`config.mk`:
```
export PLATFORM = sky130hd
export DESIGN_NAME = decompressor_sequencer
export DESIGN_NICKNAME = d
export VERILOG_FILES = /design/src/rtl/decompressor_sequencer.sv
export SDC_FILE = /design/constraint.sdc
export NUM_CORES = 1
export LEC_CHECK = 0
export CAP_MARGIN = 15
export CORE_UTILIZATION = 24
export CTS_CLUSTER_SIZE = 12
export DETAILED_ROUTE_END_ITERATION = 10
export HOLD_SLACK_MARGIN = 0.05
export PLACE_DENSITY = 0.53
export SKIP_LAST_GASP = 1
export SLEW_MARGIN = 10
export SYNTH_ARGS = -nofsm -noshare
export SYNTH_HDL_FRONTEND = slang
export SYNTH_SLANG_ARGS = --single-unit
```
`constraint.sdc`:
```
create_clock -name clock -period 2.2 [get_ports clock]
set_clock_uncertainty 0.1 [all_clocks]
set_input_delay 0.55 -clock clock [delete_from_list [all_inputs] [get_ports clock]]
set_output_delay 0.55 -clock clock [all_outputs]
set_load 0.01 [all_outputs]
```
`src/rtl/decompressor_sequencer.sv`:
```
// decompressor_sequencer: unpacks 8-flag control words and issues flagged 16-bit items to decompressor_top.
// Latency: 3 cycles per item plus 1 cycle per control word, measured with the source and decompressor never stalling.
// Backpressure: waits on src_valid in the fetch states and on dec_busy in issue/drain; a watchdog bounds the dec_busy wait.
module decompressor_sequencer #(
  parameter int COUNT_WIDTH      = 12,
  parameter int BYTE_COUNT_WIDTH = 16,
  parameter int WATCHDOG_CYCLES  = 1024
) (
  input  logic                        clock,
  input  logic                        reset_n,
  input  logic                        start,
  input  logic [COUNT_WIDTH-1:0]      item_count,
  input  logic                        abort,
  input  logic [15:0]                 src_word,
  input  logic                        src_valid,
  output logic                        src_ready,
  output logic [15:0]                 dec_data_in,
  output logic                        dec_control_word_in,
  output logic                        dec_data_in_valid,
  input  logic                        dec_busy,
  input  logic                        dec_out_valid,
  output logic                        busy,
  output logic                        done,
  output logic                        error,
  output logic [BYTE_COUNT_WIDTH-1:0] bytes_out
);

  localparam int WD_WIDTH = $clog2(WATCHDOG_CYCLES + 1);
  localparam logic [WD_WIDTH-1:0] WD_LAST = WD_WIDTH'(WATCHDOG_CYCLES - 1);

  typedef enum logic [2:0] {
    S_IDLE,
    S_FETCH_CW,
    S_FETCH_ITEM,
    S_ISSUE,
    S_GAP,
    S_DRAIN
  } state_t;

  state_t                 state;
  state_t                 state_nxt;
  logic [COUNT_WIDTH-1:0] items_left;
  logic [7:0]             flags;
  logic [3:0]             flag_idx;
  logic [WD_WIDTH-1:0]    wd_cnt;
  logic                   in_wait;
  logic                   wd_fire;
  logic                   run_start;
  logic                   done_nxt;
  logic                   err_set;
  logic                   cw_load;
  logic                   item_load;
  logic                   item_accept;

  // Only ISSUE and DRAIN wait on the decompressor, so only they are watched.
  assign in_wait = (state == S_ISSUE) || (state == S_DRAIN);
  assign wd_fire = in_wait && dec_busy && (wd_cnt == WD_LAST);

  // Next-state and handshake decode; abort overrides every transition and pulse.
  always_comb begin
    state_nxt         = state;
    src_ready         = 1'b0;
    dec_data_in_valid = 1'b0;
    busy              = (state != S_IDLE);
    run_start         = 1'b0;
    done_nxt          = 1'b0;
    err_set           = 1'b0;
    cw_load           = 1'b0;
    item_load         = 1'b0;
    item_accept       = 1'b0;
    case (state)
      S_IDLE: begin
        if (start) begin
          if (item_count == '0) begin
            done_nxt = 1'b1;
          end else begin
            run_start = 1'b1;
            state_nxt = S_FETCH_CW;
          end
        end
      end
      S_FETCH_CW: begin
        src_ready = 1'b1;
        if (src_valid) begin
          cw_load   = 1'b1;
          state_nxt = S_FETCH_ITEM;
        end
      end
      S_FETCH_ITEM: begin
        src_ready = 1'b1;
        if (src_valid) begin
          item_load = 1'b1;
          state_nxt = S_ISSUE;
        end
      end
      S_ISSUE: begin
        dec_data_in_valid = 1'b1;
        if (!dec_busy) begin
          item_accept = 1'b1;
          state_nxt   = S_GAP;
        end else if (wd_fire) begin
          err_set   = 1'b1;
          done_nxt  = 1'b1;
          state_nxt = S_IDLE;
        end
      end
      S_GAP: begin
        // One dead cycle gives the decompressor time to raise dec_busy.
        if (items_left == '0) begin
          state_nxt = S_DRAIN;
        end else if (flag_idx == 4'd8) begin
          state_nxt = S_FETCH_CW;
        end else begin
          state_nxt = S_FETCH_ITEM;
        end
      end
      S_DRAIN: begin
        if (!dec_busy) begin
          done_nxt  = 1'b1;
          state_nxt = S_IDLE;
        end else if (wd_fire) begin
          err_set   = 1'b1;
          done_nxt  = 1'b1;
          state_nxt = S_IDLE;
        end
      end
      default: state_nxt = S_IDLE;
    endcase
    if (abort) begin
      state_nxt   = S_IDLE;
      run_start   = 1'b0;
      done_nxt    = 1'b0;
      err_set     = 1'b0;
      cw_load     = 1'b0;
      item_load   = 1'b0;
      item_accept = 1'b0;
    end
  end

  // State register and one-cycle done pulse.
  always_ff @(posedge clock or negedge reset_n) begin
    if (!reset_n) begin
      state <= S_IDLE;
      done  <= 1'b0;
    end else begin
      state <= state_nxt;
      done  <= done_nxt;
    end
  end

  // Run bookkeeping: remaining items, current flag byte and position within the group.
  always_ff @(posedge clock or negedge reset_n) begin
    if (!reset_n) begin
      items_left <= '0;
      flags      <= '0;
      flag_idx   <= '0;
    end else begin
      if (run_start) begin
        items_left <= item_count;
      end else if (item_accept) begin
        items_left <= items_left - COUNT_WIDTH'(1);
      end
      if (cw_load) begin
        flags    <= src_word[7:0];
        flag_idx <= '0;
      end else if (item_accept) begin
        flag_idx <= flag_idx + 4'd1;
      end
    end
  end

  // Item register held steady until the next item is fetched; bit 7 flags the first item of a group.
  always_ff @(posedge clock or negedge reset_n) begin
    if (!reset_n) begin
      dec_data_in         <= '0;
      dec_control_word_in <= 1'b0;
    end else if (item_load) begin
      dec_data_in         <= src_word;
      dec_control_word_in <= flags[3'd7 - flag_idx[2:0]];
    end
  end

  // Watchdog counts consecutive busy cycles while waiting; any idle cycle or state change clears it.
  always_ff @(posedge clock or negedge reset_n) begin
    if (!reset_n) begin
      wd_cnt <= '0;
    end else if (in_wait && dec_busy && (state_nxt == state)) begin
      wd_cnt <= wd_cnt + WD_WIDTH'(1);
    end else begin
      wd_cnt <= '0;
    end
  end

  // Sticky hang flag, cleared only by a run that actually starts.
  always_ff @(posedge clock or negedge reset_n) begin
    if (!reset_n) begin
      error <= 1'b0;
    end else if (run_start) begin
      error <= 1'b0;
    end else if (err_set) begin
      error <= 1'b1;
    end
  end

  // Saturating output-byte counter, live in every state.
  always_ff @(posedge clock or negedge reset_n) begin
    if (!reset_n) begin
      bytes_out <= '0;
    end else if (run_start) begin
      bytes_out <= '0;
    end else if (dec_out_valid && (bytes_out != '1)) begin
      bytes_out <= bytes_out + BYTE_COUNT_WIDTH'(1);
    end
  end

endmodule

```
After elaboration in Yosys (flattened, before gate mapping)
Index checks and enable logic that the tools add are counted.

Output and inout port bits: 38. Register bits after elaboration: 73.

Multiplexer cells: 45. $add $sub $neg: 5. Magnitude comparators: 1. Reductions and logical operators: 15. Equal/unequal tests: 9.

Operators with widths (count): $mux W16 (2); $mux W3 (9); $mux W1 (25); $logic_not A12 Y1 (2); $mux W12 (2); $pmux W3 S6 (1); $add A16 B1 Y16 const B (1); $ne A16 B16 Y1 const B (1); $sub A12 B1 Y12 const B (1); $add A11 B1 Y11 const B (1); $eq A11 B10 Y1 const B (1); $mux W11 (1); $mux W4 (2); $reduce_bool A2 Y1 (4); $eq A3 B2 Y1 const B (2); $eq A3 B3 Y1 const B (2); $add A4 B1 Y4 const B (1); $eq A4 B4 Y1 const B (1); $logic_and A1 B1 Y1 (4); $lt A3 B4 Y1 const B (1); $reduce_or A2 Y1 (2); $bmux W1 S3 (1); $eq A3 B1 Y1 const B (1); $eq A3 B3 Y1 (1); other kinds (6) (6).

Longest topological paths before layout
Gate-level depths: netlist of the first run.

Depth in word-level cells: 11. Depth in mapped cells: 7. Depth with buffers taken out: 6.

Worst setup path after synthesis of the first run
Ideal clock, no wire load.

Path type: input to register. From: in start. To: reg items_left[8]. Path slack: 14 ps. Required time: 1974 ps. Cell stages on the path: 4. Data arrival time: 1960 ps. Buffers on the path: 0. Setup time: 126 ps. Cell sequence: or4b_4 > a311o_1 > mux2_2 > a221o_1.

Cells in the longest elaborated chain, start to end: 4. Elaborated cells on any way between the ends: 5. Classes of those cells: 4 x mux; 1 x reduce/logical.

RTL lines: start: declaration (RTL line 11) `input logic start,`; $mux W1 * (RTL line 73) `if (start) begin`; $mux W1 * (RTL line 71) `case (state)`; $mux W1 * (RTL line 129) `if (abort) begin`; $mux W12 or $reduce_bool A2 Y1 (tied branches); end signal: assignment (RTL line 159) `items_left <= item_count;`; end signal: assignment (RTL line 161) `items_left <= items_left - COUNT_WIDTH'(1);`; end: declaration (RTL line 42) `logic [COUNT_WIDTH-1:0] items_left;`.

Mark *: on every way between the ends. The rest lies on a longest branch, timed or not. A chain may end at the register's enable or synchronous reset.

Final worst setup path of the first run
From: in item_count[6]. To: reg items_left[5].

Cells in the longest elaborated chain, start to end: 6. Elaborated cells on any way between the ends: 7. Classes of those cells: 5 x mux; 2 x reduce/logical.

RTL lines: start: declaration (RTL line 12) `input logic [COUNT_WIDTH-1:0] item_count,`; $logic_not A12 Y1 * (RTL line 74) `if (item_count == '0) begin`; $mux W1 * (RTL line 74); $mux W1 * (RTL line 73); $mux W1 * (RTL line 71); $mux W1 * (RTL line 129); $mux W12 or $reduce_bool A2 Y1 (tied branches).

Marked as above.

==> results.cfg, run 1 <==
[run_status]
outcome = finished, final reports clean

[logic_synthesis]
yosysTopAreaCell = dfrtp_1
synth-simple-area-share_pct = 22.0
synth_top_family_by_area = simple AND/OR/NAND/NOR gates
synth.area.top_cells = dfrtp_1 (49%), mux2_2 (7.6%), nand3_1 (3.0%), nand2_1 (2.6%), a21oi_1 (2.2%)
syn_avg_cell_area_um2 = 10.6
synthFlopType = dfrtp_1
ys_types = 54
yosysWarnings = 0
synthXorXnorAreaFrac_pct = 3.07
synth_compound_area_share_pct = 11.5
synth_edf_count = 0
postSynthCellCount = 350
synth_area_um2 = 3710
ys_ff_latch = 73
synthAdderAreaFrac_pct = 1.68
synthMuxAreaShare_pct = 9.87
seq_area_frac_synth_pct = 49.2
syn-num-nets = 390
yosysMostFrequentCell = dfrtp_1
ys_top_cells_by_count = dfrtp_1 (73), nand2_1 (26), mux2_2 (25), nand3_1 (22), nor2_1 (19)
async_flop_share_pct = 100
netlist.area_leader.share_pct = 49.2

[route]
num_vias = 3188
postRouteAntennaNets = 0
wl_per_cell_um = 14.0
drcViolationCount = 0
drtPass1Iterations = 6
viasPerCell = 4.78
wirelength_mm = 9.37
drtIter0Drc = 115

[placement]
placed_area_um2 = 5050
dpl.cell_count = 651
gp_congestion = 0.767
hpwl_mm = 6.91
portBuffers = 72
pre_cts_slack_ps = -479

[worst_setup_path]
cp_slowest_stage_delay_ps = 440
r2r-start = state[1]$_DFF_PN0_
reg2reg_slack_ps = 170
crit_buf_inv = 4
cpMaxStageDelayCell = clkdlybuf4s50_1
r2r_cells = 4
cp-endpoint = items_left[5]$_DFFE_PN0P_
required_ps = 2310
path_depth = 8
crit_family = buffers and inverters
critical_path_class = in2reg
critPathMaxFanout = 10
startpoint = item_count[6]
path_cells = clkdlybuf4s50_1 > nor4_2 > buf_4 > a311oi_4 > buf_6 > buf_4 > and2_1 > a221o_1
critical_path_arrival_ps = 2260
r2r-end = items_left[8]$_DFFE_PN0P_
cp-start-kind = input port
end_kind = flop
crit_path_frequent_cell = buf_4

[worst_hold_path]
hp-class = in2async

[grt]
grt_pass1_wl_mm = 16.1
overflow = 0
grt_pass1_vias = 3265
grt_start_max_net_pins = 34
antenna_found_initial = 0
grt_usage_pct = 12.5

[clock_network]
clock_latency_ps = 330
hold_buffers = 0
clkTransAtPathRegs_ps = 60
clock_sinks = 73
cts_buffers = 9
htree_num_levels = 3
root_buffer = clkbuf_16
cts_buffer_depth = 2
cts_setup_buffers = 0
cts_tree = done

[sta]
fin_crit_sh_pct = 97.5
slew_viol_final = 0
fin_crit_ps = 2150
hold_viol_final = 0
max_freq_ghz = 0.466
setup_viol = 0
worst_slew_pin_slew_ps = 579
fin_ws_ps = 54.3
relSlewSlack_pct = 61.3
rsz0062_at_grt = true

[floorplan]
start_util_pct = 24.5
core_area_um2 = 15100
chipHeight_um = 126
dieWidth_um = 126
fp.dieArea_um2 = 16000
fp-row-count = 45
io_pins = 73

[final_layout]
fin_area_um2 = 5420
finalNonFillerCells = 667
nets = 514
n_antenna_cell = 0
syn_to_final_growth_pct = 46.0
drive_above_1_share_pct = 23.0

[job]
maxCapViolCount = 0

[pwr]
p_per_area_nw_per_um2 = 800
total_power_w = 0.00434
leakage_nw = 2.32
vdd_drop_max_mv = 0.522
## kinds of logic after synthesis
group | count (synthesis)
flip-flops | 73
AO/OA/AOI/OAI | 59
buffers and inverters | 24
adder cells (fa/ha/maj) | 5
XOR/XNOR | 13
AND/OR/NAND/NOR | 145
multiplexers | 31
## power by group
part           switching [W]  total [W]  internal, W
sequential          0.000204    0.00181      0.00161
combinational       0.000425    0.00109     0.000660
clock               0.000535    0.00144     0.000906
## sequential cells by signal (all words and copies together) (netlist names)
name and flops:
flag_idx 4, wd_cnt 11, error 1, dec_control_word_in 1, done 1, items_left 12
state 3, dec_data_in 16, bytes_out 16, flags 8
## worst min-delay path by stage
stage / to / slack [ps] / depth (start not counted)
2_1_floorplan: bytes_out[0]$_DFFE_PN0P_ / 150 / 0
3_3_place_gp: wd_cnt[0]$_DFF_PN0_ / 380 / 1
3_5_place_dp: wd_cnt[0]$_DFF_PN0_ / 390 / 1
4_1_cts: dec_data_in[2]$_DFFE_PN0P_ / 50 / 1
5_1_grt: dec_data_in[5]$_DFFE_PN0P_ / 80 / 1
6_report: dec_data_in[2]$_DFFE_PN0P_ / 60 / 1
## what timing repair did
item,CTS,global route
endpoints found under the setup margin,14,21
pin swaps,3,3
gates resized for setup,7,18
cloned,0,0
## layer usage
metal  global-route usage, %  part of all wire, %
met1                    15.9                   47
met4                    3.61                  1.1
met3                    4.56                  6.2
met2                    20.0                   46
met5                       0                    0
## cells in the final DEF (no fill, tap or decap), types with 7 or more instances in the layout
cell	synthesis	final
a21oi_1	16	16
a221o_1	7	7
buf_4	1	51
clkbuf_16	0	9
clkdlybuf4s50_1	0	57
dfrtp_1	73	73
dlymetal6s2s_1	0	11
inv_1	9	9
mux2_2	25	25
nand2_1	26	26
nand3_1	22	22
nand4_1	8	8
nor2_1	19	18
nor3_1	12	12
o211ai_1	7	7
o21ai_0	8	8
o31ai_1	7	7
or3_1	9	8
or4_1	9	9
xor2_1	8	8
## metrics by stage
stage	utilization (%)	hold slack, ps	setup TNS, ps
after global routing	35.8	75.7	-38.5
after floorplan	-	154	0
final	35.8	56.1	0
after detailed placement	33.3	386	-14300
after global placement	33.3	375	-14040
after CTS	35.4	54.9	-72.8
## area by class of cell
cell class | count | area (um^2)
Clock buffer | 13 | 250
Clock inverter | 3 | 40.0
Fill cell | 1536 | 9720
Inverter | 10 | 37.5
Multi-Input combinational cell | 253 | 1850
Sequential cell | 73 | 1830
Tap cell | 188 | 235
Timing Repair Buffer | 127 | 1180
Power figures use the tool's default switching activity.
==> run 2, diff against run 1 <==
--- a/config.mk
+++ b/config.mk
@@ -6,11 +6,11 @@
 export NUM_CORES = 1
 export LEC_CHECK = 0
 export CAP_MARGIN = 15
-export CORE_UTILIZATION = 24
+export CORE_UTILIZATION = 40
 export CTS_CLUSTER_SIZE = 12
 export DETAILED_ROUTE_END_ITERATION = 10
 export HOLD_SLACK_MARGIN = 0.05
-export PLACE_DENSITY = 0.53
+export PLACE_DENSITY = 0.75
 export SKIP_LAST_GASP = 1
 export SLEW_MARGIN = 10
 export SYNTH_ARGS = -nofsm -noshare
==> run 2 against run 1 <==
Effect of this change: the flow now finishes with violations (setup timing); flip-flop and latch count stayed put; power fell by 5.6%; critical path depth down 1; via count rose by 2.0%; non-clock buffer count grew 2; final cell count down 12%; sequential share of layout area grew 1.1 points; design area down 3.2%; global-route usage is 8.1 points higher; combinational power hardly changed; clock-buffer cell count is 3 lower; critical path type unchanged.
==> results.cfg, run 2 (same netlist as run 1, synthesis figures left out) <==
[route]
postRouteAntennaNets = 0
wirelength_mm = 9.53
num_vias = 3253
drtIter0Drc = 156
drtPass1Iterations = 7
viasPerCell = 5.53
drcViolationCount = 0
wl_per_cell_um = 16.2

[final_layout]
drive_above_1_share_pct = 23.5
top_regs = bytes_out (16), dec_data_in (16), items_left (12)
n_antenna_cell = 0
final_common_cell = dfrtp_1
nets = 516
final.fill_count = 731
most-common-layout-cells = dfrtp_1 (73), clkdlybuf4s50_1 (68), buf_4 (52), nand2_1 (26), mux2_2 (25)
syn_to_final_growth_pct = 41.3

[run_status]
violations = setup timing
outcome = finished, violations left

[worst_setup_path]
cp_slowest_stage_delay_ps = 440
critPathMaxFanout = 6
crit_path_frequent_cell = buf_4
r2r-start = state[2]$_DFF_PN0_
end_kind = flop
critical_path_class = in2reg
cp-start-kind = input port
reg2reg_slack_ps = 20
crit_family = buffers and inverters
path_cells = clkdlybuf4s50_1 > nor4bb_1 > buf_4 > nand2_1 > buf_4 > mux2i_1 > a221o_1
r2r-end = items_left[2]$_DFFE_PN0P_
cpMaxStageDelayCell = clkdlybuf4s50_1
r2r_cells = 7
crit_buf_inv = 3
required_ps = 2330
critical_path_arrival_ps = 2410

[sta]
setup_viol = 4
finalSetupTns_ps = -238
slew_viol_final = 0
fin_crit_sh_pct = 104
worst_slew_pin_slew_ps = 521
fin_crit_ps = 2280
max_freq_ghz = 0.439
relSlewSlack_pct = 65.1
fin_ws_ps = -79.3
hold_slack_ps = 69.5
rsz0062_at_grt = true
hold_viol_final = 0

[pwr]
leakage_nw = 2.19
vdd_drop_max_mv = 0.625
p_per_area_nw_per_um2 = 780

[grt]
grt_usage_pct = 20.7
grt_pass1_wl_mm = 15.9
grt_start_max_net_pins = 23
grt_pass1_vias = 3337
overflow = 0
antenna_found_initial = 0

[floorplan]
fp.dieArea_um2 = 9680
start_util_pct = 42.0
io_pins = 73
core_area_um2 = 8850
chipHeight_um = 98.4
fp-row-count = 34
dieWidth_um = 98.4

[placement]
gp_congestion = 0.899
pre_cts_slack_ps = -531
portBuffers = 72
hpwl_mm = 6.94

[clock_network]
root_buffer = clkbuf_8
clkTransAtPathRegs_ps = 80
cts_tree = done
htree_num_levels = 3
clock_sinks = 73
cts_buffers = 9
cts_buffer_depth = 2
clock_latency_ps = 350

[worst_hold_path]
hp-class = in2async

[job]
maxCapViolCount = 0
[run 2: worst max path at each step]
stage / startpoint / end / slack [ps] / cells after the start
after floorplan: start / items_left[8]$_DFFE_PN0P_ / 10 / 4
after global placement: item_count[0] / wd_cnt[5]$_DFF_PN0_ / -460 / 6
after detailed placement: item_count[0] / wd_cnt[5]$_DFF_PN0_ / -530 / 6
after CTS: state[1]$_DFF_PN0_ / dec_data_in_valid / -180 / 4
after global routing: state[2]$_DFF_PN0_ / busy / -180 / 4
final: dec_busy / items_left[2]$_DFFE_PN0P_ / -80 / 7
[run 2: per-stage QoR]
stage	total power [W]	instance area [um^2]	instances	utilization [%]
after floorplan	0.00231	3710	350	-
after global placement	0.00289	4950	571	56.0
after detailed placement	0.00294	4950	571	56.0
after CTS	0.00413	5200	587	58.8
after global routing	0.00431	5250	588	59.3
final	0.00410	5250	588	59.3
[run 2: layer usage]
layer	GRT usage (%)	wire length, um	vias up
li1	-	-	1570
met1	25.8	4190	1593
met2	35.0	4840	81
met3	6.08	415	9
met4	5.63	92	0
met5	0	0	-
[run 2: where the power goes]
group          internal (W)  leakage (nW)  switching (W)
Clock              0.000661         0.104       0.000510
Combinational      0.000668          1.13       0.000438
Sequential          0.00160         0.956       0.000214
Total               0.00293          2.19        0.00116
[run 2: repair_timing]
action / in CTS / in global routing
setup endpoints to repair: 19 / 24
pin swaps: 3 / 1
resized for setup: 10 / 8
hold buffers: 0 / 0
buffers inserted: 0 / 1
cloned: 1 / 0
[run 2: layout make-up]
cell class	instances	area (um^2)	area share, %
Multi-Input combinational cell	253	1850	35.2
Sequential cell	73	1830	34.8
Timing Repair Buffer	129	1180	22.6
Clock buffer	10	138	2.62
Tap cell	108	135	2.57
Clock inverter	5	80.1	1.53
Inverter	10	37.5	0.715
[run 2: worst reg2reg max path: cells and delay by family (launching register included)]
kind / cells / cell delay [ps]
compound gates: 1 / 290
buf+inv: 3 / 610
flops: 1 / 380
mux: 1 / 110
simple gates: 2 / 550
